===== config.mk =====
export PLATFORM = sky130hd
export DESIGN_NAME = alu_result_fifo
export DESIGN_NICKNAME = d
export VERILOG_FILES = /design/src/rtl/alu_result_fifo.sv
export SDC_FILE = /design/constraint.sdc
export NUM_CORES = 1
export LEC_CHECK = 0
export CAP_MARGIN = 10
export CORE_MARGIN = 3
export CORE_UTILIZATION = 40
export DETAILED_ROUTE_END_ITERATION = 12
export GPL_TIMING_DRIVEN = 0
export MAX_ROUTING_LAYER = met4
export SLEW_MARGIN = 10
export SYNTH_ARGS = -nofsm -noshare
export SYNTH_HDL_FRONTEND = slang
export SYNTH_SLANG_ARGS = --single-unit

===== constraint.sdc =====
create_clock -name clk -period 7.1 [get_ports clk]
set_input_delay 1.42 -clock clk [delete_from_list [all_inputs] [get_ports clk]]
set_output_delay 1.42 -clock clk [all_outputs]
set_load 0.02 [all_outputs]

===== src/rtl/alu_result_fifo.sv =====
// FIFO for packed ALU results {overflow, zero, carry, data}, with sticky and counted
// overflow status plus a sticky overrun flag for dropped words.
module alu_result_fifo #(
  parameter int WIDTH = 32,
  parameter int DEPTH = 4,
  parameter int CNT_W = 8
) (
  input  logic                       clk,
  input  logic                       rst_n,
  input  logic                       in_valid,
  output logic                       in_ready,
  input  logic [WIDTH+2:0]           in_word,
  output logic                       out_valid,
  input  logic                       out_ready,
  output logic [WIDTH-1:0]           out_data,
  output logic                       out_overflow,
  output logic                       out_zero,
  output logic                       out_carry,
  output logic [$clog2(DEPTH):0]     level,
  input  logic                       clr_status,
  output logic                       ovf_seen,
  output logic [CNT_W-1:0]           ovf_count,
  output logic                       overrun
);

  localparam int PW = $clog2(DEPTH);
  localparam int LW = PW + 1;
  localparam int WW = WIDTH + 3;

  logic [WW-1:0]    mem [DEPTH];
  logic [PW-1:0]    wr_ptr_q, wr_ptr_d;
  logic [PW-1:0]    rd_ptr_q, rd_ptr_d;
  logic [LW-1:0]    level_q, level_d;
  logic [WW-1:0]    head_q, head_d;
  logic             ovf_seen_q, ovf_seen_d;
  logic [CNT_W-1:0] ovf_count_q, ovf_count_d;
  logic             overrun_q, overrun_d;

  logic full, empty, push, pop, ovf_event, drop;

  assign full      = (level_q == LW'(DEPTH));
  assign empty     = (level_q == '0);
  assign in_ready  = !full;
  assign out_valid = !empty;
  assign push      = in_valid && !full;
  assign pop       = out_ready && !empty;
  assign ovf_event = push && in_word[WIDTH+2];
  assign drop      = in_valid && full;

  always_comb begin
    wr_ptr_d = wr_ptr_q + PW'(push);
    rd_ptr_d = rd_ptr_q + PW'(pop);
    level_d  = level_q;
    if (push && !pop)
      level_d = level_q + LW'(1);
    else if (pop && !push)
      level_d = level_q - LW'(1);
  end

  // Head register tracks mem[rd_ptr]; when the new head is the slot being written
  // this edge it is loaded from in_word, and it holds its value while empty.
  always_comb begin
    head_d = head_q;
    if (level_d != '0) begin
      if (push && (wr_ptr_q == rd_ptr_d))
        head_d = in_word;
      else
        head_d = mem[rd_ptr_d];
    end
  end

  // Set/increment events take priority over clr_status.
  always_comb begin
    ovf_seen_d  = ovf_seen_q;
    ovf_count_d = ovf_count_q;
    overrun_d   = overrun_q;
    if (clr_status) begin
      ovf_seen_d  = 1'b0;
      ovf_count_d = '0;
      overrun_d   = 1'b0;
    end
    if (ovf_event) begin
      ovf_seen_d = 1'b1;
      if (clr_status)
        ovf_count_d = CNT_W'(1);
      else if (ovf_count_q != '1)
        ovf_count_d = ovf_count_q + CNT_W'(1);
    end
    if (drop)
      overrun_d = 1'b1;
  end

  always_ff @(posedge clk) begin
    if (push)
      mem[wr_ptr_q] <= in_word;
  end

  always_ff @(posedge clk or negedge rst_n) begin
    if (!rst_n) begin
      wr_ptr_q    <= '0;
      rd_ptr_q    <= '0;
      level_q     <= '0;
      head_q      <= '0;
      ovf_seen_q  <= 1'b0;
      ovf_count_q <= '0;
      overrun_q   <= 1'b0;
    end else begin
      wr_ptr_q    <= wr_ptr_d;
      rd_ptr_q    <= rd_ptr_d;
      level_q     <= level_d;
      head_q      <= head_d;
      ovf_seen_q  <= ovf_seen_d;
      ovf_count_q <= ovf_count_d;
      overrun_q   <= overrun_d;
    end
  end

  assign out_data     = head_q[WIDTH-1:0];
  assign out_carry    = head_q[WIDTH];
  assign out_zero     = head_q[WIDTH+1];
  assign out_overflow = head_q[WIDTH+2];
  assign level        = level_q;
  assign ovf_seen     = ovf_seen_q;
  assign ovf_count    = ovf_count_q;
  assign overrun      = overrun_q;

endmodule


## Word level (Yosys, flattened, before mapping)

Memories as Yosys holds them, arrays and structs flattened. A register that Yosys moved wholly into a read port is not among the register bits.
Cells that the tools add are included.

- Register bits: 17
- Bits in latches: 0
- Memory bits (writable): 140
- ROM bits: 0
- Input bits: 40
- Output and inout port bits: 50
- Word-level logic and storage cells: 40
- Memories kept: 1

- Add/sub/neg operators: 5
- $mul: 0
- Divide/modulo/power cells: 0
- Order comparisons: 0
- Equality and inequality tests: 2
- Shift-type cells: 0
- Multiplexer cells: 11
- Bitwise logic cells: 0
- Reduce and logical (&&, ||, !) cells: 15

Memory list:

| memory | words | bits a word | rd ports | clocked after Yosys merged registers in | write ports | RTL line | text |
|---|---|---|---|---|---|---|---|
| mem | 4 | 35 | 1 | 1 | 1 | 30 | `logic [WW-1:0] mem [DEPTH];` |

Operators by type and width:

| cell | number |
|---|---|
| 2-to-1 mux 8 bit | 4 |
| adder 8 x 1 -> 8 bit, second input constant | 1 |
| inequality test 8 bit, second input constant | 1 |
| logical AND 1 bit | 6 |
| 2-to-1 mux 3 bit | 2 |
| zero test 1 bit | 5 |
| 2-to-1 mux 1 bit | 5 |
| adder 2 x 1 -> 2 bit | 2 |
| nonzero test 2 bit | 2 |
| adder 3 x 1 -> 3 bit, second input constant | 1 |
| == test 3 bit, second input constant | 1 |
| zero test 3 bit | 1 |
| nonzero test 3 bit | 1 |
| subtractor 3 x 1 -> 3 bit, second input constant | 1 |

## Depth between registers and ports, before layout

Gate-level depths: netlist (run 1).

- Depth after elaboration: 8
- Depth in mapped cells: 11
- Gate-level depth less buffers: 10

## Worst setup path before layout (run 1)

No wires, ideal clock.

- Path type: input-to-reg
- Start point: in in_valid
- End point: mem mem[2][0] in the netlist's numbering, enable pin
- Setup time: 0.478 ns
- Arrival time: 4.278 ns
- Data required time: 6.622 ns
- Setup slack: 2.344 ns
- Cell stages on the path: 2
- Path buffers: 0
- Cells stage by stage: a21bo_4 > nor3b_1

- Word-level cells in the longest chain between the ends: 3

RTL lines:

| what | RTL line | text |
|---|---|---|
| from (decl) | 10 | `input logic in_valid,` |
| logical AND 1 bit | 45 | `assign push = in_valid && !full;` |
| 2-to-1 mux 1 bit | 94 | `if (push)` |
| 2-to-1 mux 1 bit (not written as such) | 95 | `mem[wr_ptr_q] <= in_word;` |
| to (decl) | 30 |  |

No other way between the ends.

## Final worst setup path (run 1)

- Start point: in out_ready
- End point: reg head_q[4], read port of mem

- Elaborated cells between the ends (all ways): 8
- Classes of those cells: add/sub: 1; mux: 2; reduce/logical: 5

RTL lines:

| what | RTL line | text |
|---|---|---|
| from (decl) | 14 | `input logic out_ready,` |
| logical AND 1 bit | 46 | `assign pop = out_ready && !empty;` |
| adder 2 x 1 -> 2 bit | 52 | `rd_ptr_d = rd_ptr_q + PW'(pop);` |
| via rd_ptr_d[0] | 32 | `logic [PW-1:0] rd_ptr_q, rd_ptr_d;` |
| to (decl) | 34 | `logic [WW-1:0] head_q, head_d;` |

The timed path passes the listed nets, and every way through them passes these cells.
A chain may end at the register's enable or synchronous reset.

==> impl_metrics.tcl, run 1 <==
set metrics [dict create \
    synthesis.area_sq_mm 0.00776 \
    antenna_found_initial 0 \
    hold_path_class "reg2reg" \
    initialDrtViolationCount 240 \
    cts_max_level 4 \
    rrSetupSlack_ns 3.34 \
    powerDensity_mw_per_mm2 485 \
    cts_buffer_depth 2 \
    fin_skew_ns 0.00931 \
    mostFrequentLayoutCells "140 x edfxtp_1, 88 x clkdlybuf4s50_1, 66 x mux2_2, 52 x dfrtp_1, 35 x mux4_2" \
    layout-drive-gt1-share 0.304 \
    rows 50 \
    dpl_cell_area_sq_mm 0.00912 \
    maxCapViolCount 0 \
    syn_nets 445 \
    routed_wl_mm 15.1 \
    final_nets 563 \
    postCtsSetupRepairBufs 0 \
    min_period_over_period 0.607 \
    avgRoutedWirePerCell_um 19.1 \
    hold_slack_ns 0.487 \
    cts_sinks 192 \
    leakagePower_nw 3.37 \
    cp-end-kind "register" \
    fmax_ghz 0.232 \
    cts_tree "yes" \
    io_buffers 89 \
    grt_pass1_vias 4293 \
    die_area_sq_mm 0.0211 \
    hold_violations 0 \
    syn-mean-instance-area_sq_um 19.5 \
    wl_met1_mm 6.67 \
    final_area_sq_mm 0.00969 \
    clk_latency_ns 0.42 \
    drv_slew 0 \
    ir_drop_mv 0.281 \
    required_ns 7.41 \
    top_layer "met4" \
    syn_inst 399 \
    tightest_slew_ns 0.871 \
    dp_hpwl_mm 9.78 \
    root_buffer "clkbuf_16" \
    grt_start_max_net_pins 53 \
    arrival_ns 4.62 \
    tns_ns 0 \
    power_w 0.00470 \
    met3WireLength_um 810 \
    viasPerCell 5.10 \
    gr-total-overflow 0 \
    first_pass_iters 4 \
    yosys.cell_types.count 40 \
    crit_fanout 10 \
    antenna-diode-count 0 \
    grt_usage 0.152 \
    ant_nets 0 \
    rsz0062_at_grt "no" \
    path_clk_slew_ns 0.07 \
    place_congestion 0.768 \
    drcViolationCount 0 \
    layout_commonest_cell "edfxtp_1" \
    yosys_warnings 0 \
    path_class "in2reg" \
    die_y_um 145 \
    setup_viol 0 \
    io_pins 90 \
    cp-start-kind "input pin" \
    ys_seq_area_frac 0.709 \
    ys_ff_latch 192 \
    ctsResizeCount 0 \
    outcome "completed" \
    post-route-min-period_ns 4.31 \
    design.core.area_sq_mm 0.0189 \
    met2WireLength_mm 7.44 \
    initial_core_util 0.411 \
    cts_buffers 17 \
    areaGrowthSynthToFinish_pct 24.8 \
    grt_first_pass_wirelength_mm 23.9 \
    die_w_um 145 \
    slew_headroom 0.419 \
    via_count 4025 \
    postCtsHoldBufs 0 \
]
[final timing paths]
kind / start / to / cells past startpoint
worst min-delay path: head_q[3] / head_q[3] / 1
worst max register to register: level[0] / head_q[4] / 10
worst min register to register: head_q[3] / head_q[3] / 1
min in group asynchronous: rst_n / head_q[28] / 1
worst max-delay path: out_ready / head_q[4] / 9
max in group asynchronous: rst_n / head_q[14] / 1
[critical path, stage by stage]
cell and delay, ns:
clkdlybuf4s50_1 0.52, inv_1 0.15, nor2_1 0.07, ha_1 0.30
buf_2 0.29, buf_1 0.70, mux4_2 0.60, mux2_2 0.28
mux2_1 0.28
[cells by family after synthesis]
family,count (synthesis),synth area share
fa+ha+maj,6,0.00967
simple gates,42,0.0287
xor+xnor,8,0.00999
buf+inv,24,0.0156
compound gates,17,0.0174
flops,192,0.709
mux,110,0.210
[routing by layer]
layer,GRT usage,vias to the layer above
met5,-,-
met1,0.194,2087
li1,-,1811
met2,0.244,112
met3,0.0405,15
met4,0.0413,0
[power by group]
group          internal [W]  switching, W
registers           0.00153      0.000110
clock network      0.000551      0.000392
logic               0.00115      0.000968
[registers in the layout (all words and copies together) (netlist names)]
register,count
mem,140
head_q,35
ovf_count,8
level,3
rd_ptr_q,2
wr_ptr_q,2
overrun,1
ovf_seen,1
[through the flow]
stage | instances | setup WS, ns | util
after floorplan | 399 | 2.34 | -
after global placement | 748 | -0.527 | 0.475
after detailed placement | 758 | 2.29 | 0.483
after CTS | 789 | 2.75 | 0.513
after global routing | 789 | 2.59 | 0.513
final | 789 | 2.79 | 0.513
[synthesized netlist by cell type]
| library cell | instances | area [sq um] |
|---|---|---|
| a311o_1 | 1 | 10.0 |
| mux4_2 | 35 | 788 |
| nand2b_1 | 2 | 12.5 |
| a21oi_1 | 2 | 10.0 |
| clkbuf_1 | 4 | 15.0 |
| buf_6 | 3 | 33.8 |
| xor2_1 | 3 | 26.3 |
| nor2b_1 | 2 | 12.5 |
| mux2_1 | 5 | 56.3 |
| edfxtp_1 | 140 | 4200 |
| mux2i_1 | 4 | 40.0 |
| xnor2_1 | 4 | 35.0 |
| xor2_2 | 1 | 16.3 |
| o21ai_0 | 5 | 25.0 |
| o211ai_1 | 2 | 15.0 |
| nand3_1 | 4 | 20.0 |
| a21bo_4 | 1 | 16.3 |
| nor2_1 | 14 | 52.6 |
| and2b_2 | 1 | 8.76 |
| buf_1 | 1 | 3.75 |
| nand4_1 | 2 | 12.5 |
| nand3_2 | 1 | 10.0 |
| nand2_1 | 6 | 22.5 |
| and3_1 | 3 | 18.8 |
| a31oi_1 | 1 | 6.26 |
| nor3_1 | 2 | 10.0 |
| a211oi_1 | 2 | 15.0 |
| or3b_2 | 1 | 8.76 |
| a21oi_2 | 1 | 8.76 |
| ha_1 | 6 | 75.1 |
| mux2_2 | 66 | 743 |
| nor3b_1 | 2 | 15.0 |
| a211oi_4 | 1 | 20.0 |
| inv_1 | 7 | 26.3 |
| o32ai_1 | 1 | 8.76 |
| dfrtp_1 | 52 | 1300 |
| buf_2 | 7 | 35.0 |
| nor3_2 | 1 | 10.0 |
| inv_2 | 2 | 7.51 |
| and4_1 | 1 | 8.76 |
[area by class of cell]
cell class                 count  area, sq um
fill                        1538         9200
sequential                   192         5510
multi-input combinational    183         2160
timing repair buffer          99         1010
clock buffer                  21          440
tap                          260          325
clock inverter                10          136
buffer                        15         87.6
inverter                       9         33.8
Power figures use the tool's default switching activity.
==> inputs of run 2 (changes only) <==
==> constraint.sdc (replaced) <==
create_clock -name clk -period 3.5 [get_ports clk]
set_input_delay 0.7 -clock clk [delete_from_list [all_inputs] [get_ports clk]]
set_output_delay 0.7 -clock clk [all_outputs]
set_load 0.02 [all_outputs]
==> run 2 against run 1 <==
Compared with the run above: cell count grew 0.38%; critical path depth rose by 1; die area is the same; total power grew 110%; worst setup slack got worse by 2.6 ns; sequential power is 100% higher; core utilization grew 0.80 points; via count decreased by 1.1%; highest routed layer unchanged.
==> impl_metrics.tcl, run 2 (synthesized netlist as in run 1, its figures left out) <==
set metrics [dict create \
    leakagePower_nw 3.45 \
    routed_wl_mm 15.0 \
    hold_path_class "in2async" \
    initialDrtViolationCount 236 \
    grt_usage 0.153 \
    root_buffer "clkbuf_16" \
    grt_start_max_net_pins 53 \
    postCtsHoldBufs 0 \
    viasPerCell 5.03 \
    cts_max_level 4 \
    io_pins 90 \
    cts_buffer_depth 2 \
    io_buffers 89 \
    crit_family "multiplexers" \
    place_congestion 0.755 \
    fin_skew_ns 0.00755 \
    rr_startpoint "level[1]" \
    layout_commonest_cell "edfxtp_1" \
    areaGrowthSynthToFinish_pct 26.8 \
    place_ws_ns -0.590 \
    gr-total-overflow 0 \
    antenna-diode-count 0 \
    arrival_ns 3.59 \
    cp_num_buf_inv 3 \
    min_period_over_period 0.938 \
    hold_slack_ns 0.339 \
    clk_latency_ns 0.43 \
    final_nets 565 \
    path_clk_slew_ns 0.06 \
    grt_pass1_vias 4373 \
    tightest_slew_ns 0.744 \
    cp_common_cell "ha_1" \
    cp_cell_sequence "inv_1 -> ha_1 -> and2b_2 -> nor2_1 -> ha_1 -> buf_2 -> buf_4 -> mux4_2 -> mux2_2 -> mux2_1" \
    die_area_sq_mm 0.0211 \
    setup_ws_ns 0.216 \
    largest-register "mem" \
    layout-drive-gt1-share 0.327 \
    setup_viol 0 \
    worstRegToRegCells 10 \
    grt_first_pass_wirelength_mm 24.2 \
    rsz0062_at_grt "no" \
    fill_cells 1567 \
    rows 50 \
    initial_core_util 0.411 \
    maxCapViolCount 0 \
    cpMaxStageDelayCell "mux4_2" \
    ant_nets 0 \
    rrSetupSlack_ns 0.22 \
    path_class "reg2reg" \
    die_y_um 145 \
    cp-end-kind "register" \
    max_stage_delay_ns 0.53 \
    cp-start-kind "register" \
    post-route-min-period_ns 3.28 \
    antenna_found_initial 0 \
    slew_headroom 0.503 \
    largest_register_ffs 140 \
    cts_buffers 17 \
    design.core.area_sq_mm 0.0189 \
    r2r_end "head_q[4]" \
    cts_tree "yes" \
    required_ns 3.81 \
    powerDensity_mw_per_mm2 998 \
    die_w_um 145 \
    ir_drop_mv 0.465 \
    via_count 3980 \
    avgRoutedWirePerCell_um 19.0 \
    fmax_ghz 0.305 \
    crit_fanout 10 \
    drcViolationCount 0 \
    drv_slew 0 \
    first_pass_iters 4 \
    dp_hpwl_mm 9.61 \
    hold_violations 0 \
    mostFrequentLayoutCells "140 x edfxtp_1, 88 x clkdlybuf4s50_1, 66 x mux2_2, 51 x dfrtp_1, 35 x mux4_2" \
    cts_sinks 192 \
    outcome "completed" \
]
run 2: cell types whose count changed in the layout (fill, tap and decap cells not counted), moves of 2 or more:
| cell | change |
|---|---|
| clkbuf_1 | -6 |
| buf_2 | -4 |
| buf_4 | +4 |
| clkinv_4 | +4 |
| clkbuf_2 | +3 |
| buf_16 | +2 |
| buf_6 | -2 |
| clkbuf_4 | +2 |
| clkinv_1 | -2 |
| clkinv_2 | +2 |
run 2: how the worst max path moves through the flow:
stage	slack, ns	startpoint	depth (start not counted)	to
after floorplan	0.12	level[0]	10	head_q[2]
after global placement	-1.60	in_valid	5	mem[1][3]
after CTS	0.01	level[0]	10	head_q[34]
final	0.22	level[1]	10	head_q[4]
after global routing	0.003	level[1]	11	head_q[34]
after detailed placement	-0.59	out_ready	9	head_q[21]
run 2: layout make-up:
cell class,count,area (sq um),area share
clock inverters,13,188,0.0191
inverters,9,33.8,0.00343
clock buffers,19,443,0.0450
multi-input cells,183,2180,0.222
well taps,260,325,0.0330
plain buffers,15,105,0.0107
repair buffers,101,1060,0.108
flip-flops and latches,192,5510,0.559
run 2: stage by stage:
step	TNS [ns]	cell area [sq um]	cells	util	total power, W
after floorplan	0	7770	399	-	0.00638
final	0	9840	792	0.521	0.00983
after CTS	0	9790	787	0.518	0.00989
after global placement	-177.92	8990	748	0.476	0.00763
after global routing	0	9840	792	0.521	0.0104
after detailed placement	-15.77	9150	755	0.484	0.00780
run 2: power by group:
part	leakage (nW)	switching, W	total [W]	internal (W)
clock	0.299	0.000825	0.00204	0.00122
sequential	1.91	0.000241	0.00335	0.00310
combinational	1.24	0.00198	0.00444	0.00246
run 2: routing by layer:
metal,track usage,vias up,share of wire
li1,-,1824,-
met1,0.194,2059,0.44
met2,0.247,81,0.51
met3,0.0330,16,0.030
met4,0.0556,0,0.016
met5,-,-,0
run 2: repair_timing:
action	4_1_cts	5_1_grt
resized for setup	8	9
pin swaps	1	0
buffers inserted	0	5
setup endpoints to repair	30	30
==> variant (config.mk and constraints of run 2) <==
The parameter `CNT_W` goes from 8 to 6.
--- a/src/rtl/alu_result_fifo.sv
+++ b/src/rtl/alu_result_fifo.sv
@@ -5,3 +5,3 @@
   parameter int DEPTH = 4,
-  parameter int CNT_W = 8
+  parameter int CNT_W = 6
 ) (
Ports: changed (resized ovf_count); port bits go from 90 to 88. The function was not compared with the original's and may differ.
==> variant against run 2 <==
  * Sequential cell count down 2
  * Final area fell by 2.6%
  * Combinational power is 1% lower
  * Wire length fell by 3.5%
  * Worst setup slack gained 0.0080 ns
  * Die area decreased by 1.3%
  * Highest routed layer unchanged
  * Hold slack lost 0.017 ns
  * Non-clock buffer count is 6 lower
  * Sequential power down 1%
  * Total power is 2.5% lower
  * Global-route usage grew 0.064 points
  * Clock power decreased by 8%
  * Synthesized area down 1.3%
==> variant: results <==
# TYPE chip_impl_metric gauge
chip_impl_info{name="outcome",value="completed"} 1
chip_impl_metric{name="yosys.cell_types.count",unit=""} 41
chip_impl_metric{name="avgViaCountPerCell",unit=""} 5.21
chip_impl_metric{name="inv_count",unit=""} 8
chip_impl_metric{name="count_of_input_and_output_buffers",unit=""} 86
chip_impl_metric{name="switchingPower",unit="mW"} 3.00
chip_impl_metric{name="placed_cell_area",unit="um^2"} 8970
chip_impl_metric{name="numClockSinks",unit=""} 190
chip_impl_metric{name="grt_start_max_net_pins",unit=""} 51
chip_impl_metric{name="clockNetworkAreaShare",unit="%"} 5.99
chip_impl_metric{name="multi_input_comb_area",unit="um^2"} 2130
chip_impl_metric{name="synth_adder_area_share",unit="%"} 0.980
chip_impl_metric{name="hpwl",unit="mm"} 9.23
chip_impl_metric{name="synth.area.mux_share",unit="%"} 20.8
chip_impl_metric{name="grt_first_pass_wirelength",unit="mm"} 23.0
chip_impl_metric{name="timing.max_slew.rel_slack",unit="%"} 48.5
chip_impl_metric{name="compound_gate_portion_of_the_synthesized_area",unit="%"} 2.07
chip_impl_metric{name="drive_above_1_share",unit="%"} 31.6
chip_impl_metric{name="total_nets_after_synthesis",unit=""} 436
chip_impl_info{name="synth_common_cells",value="edfxtp_1, mux2_2, dfrtp_1, mux4_2, nor2_1"} 1
chip_impl_metric{name="sequentialPowerShare",unit="%"} 34.5
chip_impl_metric{name="gr-usage-all-layers",unit="%"} 15.4
chip_impl_metric{name="seq-cell-share",unit="%"} 56.9
chip_impl_metric{name="finalWeightedCongestion",unit=""} 0.809
chip_impl_metric{name="seq-power",unit="mW"} 3.31
chip_impl_metric{name="n_multi_input_combinational_cell",unit=""} 177
chip_impl_metric{name="first_global_vias",unit=""} 4155
## variant: per-stage QoR
step | util (%) | instances | setup TNS [ns] | worst slack, ns | hold WS [ns]
3_5_place_dp | 48.8 | 711 | -16.70 | -0.585 | 0.483
6_report | 52.2 | 745 | 0 | 0.224 | 0.323
2_1_floorplan | - | 390 | 0 | 0.165 | 0.404
5_1_grt | 52.2 | 745 | -0.0000910 | -0.0000910 | 0.360
4_1_cts | 52.1 | 742 | 0 | 0.00525 | 0.342
3_3_place_gp | 48.0 | 705 | -156.31 | -1.47 | 0.473
## variant: how the worst max path moves through the flow
stage,start,end,slack [ns],cells after the start
final,level[0],head_q[21],0.22,10
after floorplan,level[0],head_q[11],0.17,10
after global placement,in_valid,mem[1][27],-1.47,5
after global routing,level[0],head_q[25],-0.00009,10
after CTS,level[0],head_q[12],0.005,10
after detailed placement,out_ready,head_q[12],-0.58,9
## variant: routing by layer
metal	track usage [%]	wire (um)
met5	-	0
met4	3.98	121
met3	4.53	678
met2	23.7	7140
met1	20.3	6570
